<file path="src/rtl/sccb_config_seq_pkg.sv">
// Shared camera constants: SCCB table codes, sensor IDs
// and the FSM encodings used by the config sequencer.
package sccb_config_seq_pkg;

  localparam logic [15:0] SCCB_END     = 16'hFFFF;
  localparam logic [7:0]  SCCB_DLY_PFX = 8'hF0;
  localparam logic [7:0]  OV_ID_WR     = 8'h42;
  localparam logic [7:0]  OV_COM7      = 8'h12;
  localparam logic [7:0]  COM7_RESET   = 8'h80;

  localparam logic [2:0] S_IDLE   = 3'd0;
  localparam logic [2:0] S_FETCH  = 3'd1;
  localparam logic [2:0] S_DECODE = 3'd2;
  localparam logic [2:0] S_WRITE  = 3'd3;
  localparam logic [2:0] S_DELAY  = 3'd4;
  localparam logic [2:0] S_FINISH = 3'd5;

  localparam logic [1:0] P_IDLE  = 2'd0;
  localparam logic [1:0] P_START = 2'd1;
  localparam logic [1:0] P_BITS  = 2'd2;
  localparam logic [1:0] P_STOP  = 2'd3;

  typedef struct packed {
    logic [7:0] ra;
    logic [7:0] val;
  } sccb_entry_t;

  // Bits 8, 17 and 26 are the ACK slots of each 9-bit phase.
  function automatic logic dc_bit(input logic [4:0] b);
    return (b == 5'd8) || (b == 5'd17) || (b == 5'd26);
  endfunction

endpackage

</file>
<file path="src/rtl/sccb_config_seq_write_phy.sv">
// SCCB 3-phase write engine: start, 27 bits in 4Q slots,
// stop; wr_done fires in the last cycle of the stop.
module sccb_write_phy
  import sccb_config_seq_pkg::*;
#(
  parameter int CLK_HZ  = 10_000_000,
  parameter int SCCB_HZ = 100_000
) (
  input  logic       clk,
  input  logic       reset_n,
  input  logic       go,
  input  logic [7:0] id,
  input  logic [7:0] addr,
  input  logic [7:0] data,
  output logic       wr_done,
  output logic       sioc,
  output logic       siod_out,
  output logic       siod_oe
);

  localparam int QR = CLK_HZ / (4 * SCCB_HZ);
  localparam int Q  = (QR < 1) ? 1 : QR;
  localparam int QW = $clog2(Q + 1);

  logic [QW-1:0] qcnt;
  logic [1:0]    phase;
  logic [1:0]    qi;
  logic [4:0]    bitn;
  logic [26:0]   sh;
  logic          tick;

  assign tick = (qcnt == QW'(Q - 1));
  assign wr_done = (phase == P_STOP) && (qi == 2'd3) && tick;

  always_ff @(posedge clk or negedge reset_n) begin
    if (!reset_n) begin
      phase    <= P_IDLE;
      qcnt     <= '0;
      qi       <= 2'd0;
      bitn     <= 5'd0;
      sh       <= '0;
      sioc     <= 1'b1;
      siod_out <= 1'b1;
      siod_oe  <= 1'b1;
    end else begin
      qcnt <= (phase == P_IDLE || tick) ? '0 : qcnt + 1'b1;
      if (tick && phase != P_IDLE)
        qi <= qi + 2'd1;
      unique case (phase)
        P_IDLE: begin
          if (go) begin
            phase    <= P_START;
            qi       <= 2'd0;
            sh       <= {id, 1'b1, addr, 1'b1, data, 1'b1};
            sioc     <= 1'b1;
            siod_out <= 1'b0;
            siod_oe  <= 1'b1;
          end
        end
        P_START: begin
          if (tick && qi == 2'd1) begin
            phase    <= P_BITS;
            qi       <= 2'd0;
            bitn     <= 5'd0;
            sioc     <= 1'b0;
            siod_out <= sh[26];
          end
        end
        P_BITS: begin
          if (tick) begin
            unique case (qi)
              2'd0: sioc <= 1'b1;
              2'd2: sioc <= 1'b0;
              2'd3: begin
                if (bitn == 5'd26) begin
                  phase    <= P_STOP;
                  siod_out <= 1'b0;
                  siod_oe  <= 1'b1;
                end else begin
                  bitn     <= bitn + 5'd1;
                  sh       <= {sh[25:0], 1'b0};
                  siod_out <= sh[25];
                  siod_oe  <= !dc_bit(bitn + 5'd1);
                end
              end
              default: ;
            endcase
          end
        end
        P_STOP: begin
          if (tick) begin
            unique case (qi)
              2'd0: sioc <= 1'b1;
              2'd2: siod_out <= 1'b1;
              2'd3: phase <= P_IDLE;
              default: ;
            endcase
          end
        end
        default: phase <= P_IDLE;
      endcase
    end
  end

endmodule

</file>
<file path="src/rtl/sccb_config_seq.sv">
// Boot-time sensor config: walks a ROM table of SCCB writes
// and ms waits, pulsing done when the table is exhausted.
module sccb_config_seq
  import sccb_config_seq_pkg::*;
#(
  parameter int         CLK_HZ  = 10_000_000,
  parameter int         SCCB_HZ = 100_000,
  parameter logic [7:0] DEV_ID  = OV_ID_WR,
  parameter int         ROM_AW  = 6
) (
  input  logic              clk,
  input  logic              reset_n,
  input  logic              start,
  output logic [ROM_AW-1:0] rom_addr,
  input  logic [15:0]       rom_data,
  output logic              busy,
  output logic              done,
  output logic [7:0]        writes,
  output logic              sioc,
  output logic              siod_out,
  output logic              siod_oe
);

  localparam int MS  = (CLK_HZ / 1000 < 1) ? 1 : CLK_HZ / 1000;
  localparam int MSW = $clog2(MS + 1);

  logic [2:0]     state;
  logic [7:0]     ms_left;
  logic [MSW-1:0] cyc;
  sccb_entry_t    ent;
  logic           is_end;
  logic           is_dly;
  logic           go;
  logic           wr_done;
  logic           ms_end;
  logic           adv;

  assign ent    = rom_data;
  assign is_end = (rom_data == SCCB_END);
  assign is_dly = (ent.ra == SCCB_DLY_PFX);
  assign go     = (state == S_DECODE) && !is_end && !is_dly;
  assign ms_end = (cyc == MSW'(MS - 1));

  // Any finished entry moves on; a zero-length wait costs nothing.
  assign adv =
    ((state == S_DECODE) && is_dly && ent.val == 8'd0) ||
    ((state == S_WRITE) && wr_done) ||
    ((state == S_DELAY) && ms_end && ms_left == 8'd1);

  sccb_write_phy #(
    .CLK_HZ  (CLK_HZ),
    .SCCB_HZ (SCCB_HZ)
  ) u_phy (
    .clk      (clk),
    .reset_n  (reset_n),
    .go       (go),
    .id       (DEV_ID),
    .addr     (ent.ra),
    .data     (ent.val),
    .wr_done  (wr_done),
    .sioc     (sioc),
    .siod_out (siod_out),
    .siod_oe  (siod_oe)
  );

  always_ff @(posedge clk or negedge reset_n) begin
    if (!reset_n) begin
      state    <= S_IDLE;
      rom_addr <= '0;
      writes   <= 8'd0;
      busy     <= 1'b0;
      done     <= 1'b0;
      ms_left  <= 8'd0;
      cyc      <= '0;
    end else begin
      done <= 1'b0;
      unique case (state)
        S_IDLE: begin
          if (start) begin
            rom_addr <= '0;
            writes   <= 8'd0;
            busy     <= 1'b1;
            state    <= S_FETCH;
          end
        end
        S_FETCH: state <= S_DECODE;
        S_DECODE: begin
          unique case (1'b1)
            is_end: begin
              state <= S_FINISH;
              done  <= 1'b1;
            end
            is_dly: begin
              if (ent.val != 8'd0) begin
                ms_left <= ent.val;
                cyc     <= '0;
                state   <= S_DELAY;
              end
            end
            default: state <= S_WRITE;
          endcase
        end
        S_WRITE: begin
          if (wr_done && writes != 8'hFF)
            writes <= writes + 8'd1;
        end
        S_DELAY: begin
          if (ms_end) begin
            cyc     <= '0;
            ms_left <= ms_left - 8'd1;
          end else begin
            cyc <= cyc + 1'b1;
          end
        end
        S_FINISH: begin
          busy  <= 1'b0;
          state <= S_IDLE;
        end
        default: state <= S_IDLE;
      endcase
      // Table end without a marker finishes instead of wrapping.
      if (adv) begin
        if (&rom_addr) begin
          state <= S_FINISH;
          done  <= 1'b1;
        end else begin
          rom_addr <= rom_addr + 1'b1;
          state    <= S_FETCH;
        end
      end
    end
  end

endmodule

</file>
<file path="config.mk">
export PLATFORM = sky130hd
export DESIGN_NAME = sccb_config_seq
export DESIGN_NICKNAME = d
export VERILOG_FILES = /design/src/rtl/sccb_config_seq_pkg.sv /design/src/rtl/sccb_config_seq_write_phy.sv /design/src/rtl/sccb_config_seq.sv
export SDC_FILE = /design/constraint.sdc
export NUM_CORES = 1
export LEC_CHECK = 0
export ABC_AREA = 0
export BUFFER_PORTS_ARGS = -buffer_cell sky130_fd_sc_hd__buf_2
export CORE_ASPECT_RATIO = 0.75
export CORE_MARGIN = 1.5
export CORE_UTILIZATION = 60
export CTS_CLUSTER_DIAMETER = 80
export DETAILED_ROUTE_END_ITERATION = 8
export GPL_ROUTABILITY_DRIVEN = 0
export MAX_ROUTING_LAYER = met4
export PLACE_DENSITY_LB_ADDON = 0.3
export SLEW_MARGIN = 20
export SYNTH_ARGS = -nofsm -noshare
export SYNTH_HDL_FRONTEND = slang
export SYNTH_SLANG_ARGS = --single-unit
</file>
<file path="constraint.sdc">
create_clock -name clk -period 6.61 [get_ports clk]
set_input_delay 1.322 -clock clk [delete_from_list [all_inputs] [get_ports clk]]
set_output_delay 1.322 -clock clk [all_outputs]
set_load 0.1 [all_outputs]
</file>
==> metrics.txt <==
Slowest Stage Delay on Critical Path 0.60 ns; Final Max Slew Viols 0; status finished, final reports clean; mean post-synth cell area 9.97 um2; CP max FO 21; nets 569; top cell type's share of synthesized area 40.6%; internal power 0.716 mW; Sw Share 22.4%; fraction of registers with async set/reset 100%; FILL cells 612; Hold Buf Count CTS 0; Max transition margin 30.8%; Post-synth EDFFs 0; # Post-CTS Setup Buffers 0; CTS tree done; I/O Buffers 37; Worst-path clk slew 0.09 ns; Max Clock Skew 0.0143 ns; final worst path period need 3.23 ns; Core Region 8020 um2; Die ar. 8990 um2; Post-Synth Simple-Gate Area 20.1%; cells after synthesis 507; H-tree depth 3; CP arrival 3.51 ns; post-synthesis mux area share 10.6%; Routed Antenna Nets 0; Synth area leaders dfrtp_1, ha_1, mux2_4; largest net degree at the start of global routing 86; Seq/Total Area, Yosys 42.2%; Tot GR Track Use 26.9%; global-route wire length before repair 18200 um; count of unique library cells instantiated by Yosys 67; crit-path cells buf_2 > nor4_1 > nor2b_1 > o22ai_1 > buf_4 > nor2_2 > mux2i_1; post-cts gate resize count 0; largest family of logic cells by synthesized area simple AND/OR/NAND/NOR gates; vias in the first global route 3718; Sink Count 85; final worst-path cycle share 48.9%; FF+latch count, synth 85; Warnings, synthesis 0; DP Area 5220 um2; die span in x 109 um; Syn Nets 546; Leakage 2.39 nW; cell taking the most area after synthesis dfrtp_1; Clock Power Share 39.6%; HP Class reg -> reg; crit path launch type input pin; max_cap viols 0; Switching Power 0.206 mW; Adder-Cell Fraction of Synth Area 4.95%; via count 4054; fraction of layout instances using a drive strength above 1 19.7%; final hold violation count 0; Final Instance Area 5420 um2; first drt pass iteration count 5; hold-critical path depth 1; drc violations 0; Final Power 0.922 mW; initial antenna violation count 0; Antenna Diode Count 0; total CTS buffers 9; Total Wirelength 10900 um; RSZ-0062 raised after global routing no; WL/cell 17.1 um; Site Rows 28; vias per cell 6.34; Initial Utilization 63.0%; detailed placement HPWL 7500 um; clk_lat worst skew 0.36 ns; Comb power frac 3.5%; crit path kind in -> reg; Hold WS 0.503 ns; CP required 6.89 ns; part of the power in registers 56.9%; final setup violation count 0; worst vdd ir 110 uV; synth-to-layout area growth 7.21%; Die H 82.5 um; critical path's slowest cell nor2b_1; dominant synthesized flop cell dfrtp_1; mapped cell area 5050 um2; Ports 38; slew of the pin with the lowest slew margin 1.03 ns; R2R depth 6; Fmax 309 MHz; Pwr per Cell Area 170 nW/um2; post-synthesis compound-gate area fraction 15.2%; Overflow after GRT 0; Starting DRT DRC Count 437; CTS Buffer Depth 2; clock root buffer clkbuf_8; setup total negative slack 0 ns; Post-Synth XOR/XNOR Area 2.25%; Critical Path End Type flip-flop
## cell families (layout without fill, tap and decap cells)
logic type               Yosys count  in the layout
AO/OA/AOI/OAI                    112            112
XOR/XNOR                          13             13
adder cells (fa/ha/maj)           20             20
buffers and inverters             48             75
flip-flops                        85             85
multiplexers                      43             43
AND/OR/NAND/NOR                  186            186
## metrics by stage
step / utilization [%] / setup slack, ns / cells
finish: 67.5 / 3.38 / 639
global route: 67.5 / 3.17 / 639
floorplan: - / 3.78 / 507
CTS: 67.4 / 3.40 / 639
global placement: 65.1 / 3.18 / 624
detailed placement: 65.1 / 3.03 / 624
## layout make-up
cell class                 count  area, um2  share of cell area, %
tap                          105        131                   2.43
timing repair buffer          38        199                   3.67
inverter                      22       82.6                   1.52
sequential                    85       2130                   39.3
clock inverter                 4       48.8                  0.901
clock buffer                  11        141                   2.61
multi-input combinational    374       2680                   49.5
## sequential cells by signal, summed over array words and instances, names as in the netlist
register / count
done: 1
u_phy.siod_oe: 1
cyc: 14
u_phy.qcnt: 5
rom_addr: 6
u_phy.siod_out: 1
ms_left: 8
u_phy.bitn: 5
u_phy.qi: 2
state: 3
u_phy.sh: 27
writes: 8
busy: 1
u_phy.sioc: 1
u_phy.phase: 2
## cells in the final DEF (no fill, tap or decap), types with 19 or more instances in the layout
master   count
o21ai_0     36
nor2_1      31
nand2_1     37
nor3_1      23
ha_1        19
dfrtp_1     82
nand3_1     23
inv_1       22
mux2_2      20
buf_2       36
## metal layers
layer / up-vias / wire (um) / global-route usage, %
li1: 1907 / - / -
met1: 1991 / 5330 / 37.7
met2: 144 / 4880 / 41.2
met3: 12 / 621 / 4.24
met4: 0 / 112 / 6.84
met5: - / 0 / -
## critical path: cells and delay by family
family                 cells  cell delay, ns
AOI/OAI and AO/OA          1            0.15
buffers and inverters      2            0.37
muxes                      1            0.25
and+or+nand+nor            3            1.41
## power groups by stage
| stage | sequential [mW] | combinational [mW] | clock [mW] |
|---|---|---|---|
| finish | 0.524 | 0.0326 | 0.365 |
| global route | 0.525 | 0.0370 | 0.394 |
| CTS | 0.524 | 0.0330 | 0.371 |
| detailed placement | 0.534 | 0.0328 | 0 |
| global placement | 0.534 | 0.0318 | 0 |
| floorplan | 0.534 | 0.0110 | 0 |
## path summary, 6_finish.rpt
path | from | endpoint | slack, ns
max reg2reg | cyc[0] | ms_left[1] | 3.74
max in group asynchronous | reset_n | cyc[13] | 5.06
min in group asynchronous | reset_n | u_phy.bitn[4] | 0.99
min reg2reg | u_phy.sh[9] | u_phy.sh[9] | 0.50
max | rom_data[11] | ms_left[1] | 3.38
min | u_phy.sh[9] | u_phy.sh[9] | 0.50
## cell usage after synthesis, drive strengths merged (13+ instances only)
master	count
nor2	33
mux2	36
dfrtp	82
o21ai	38
nor3	23
nand2	37
clkbuf	13
a21oi	15
nand3	24
inv	22
nand4	14
buf	13
ha	20
No activity file was read; power rests on OpenSTA's default activity.
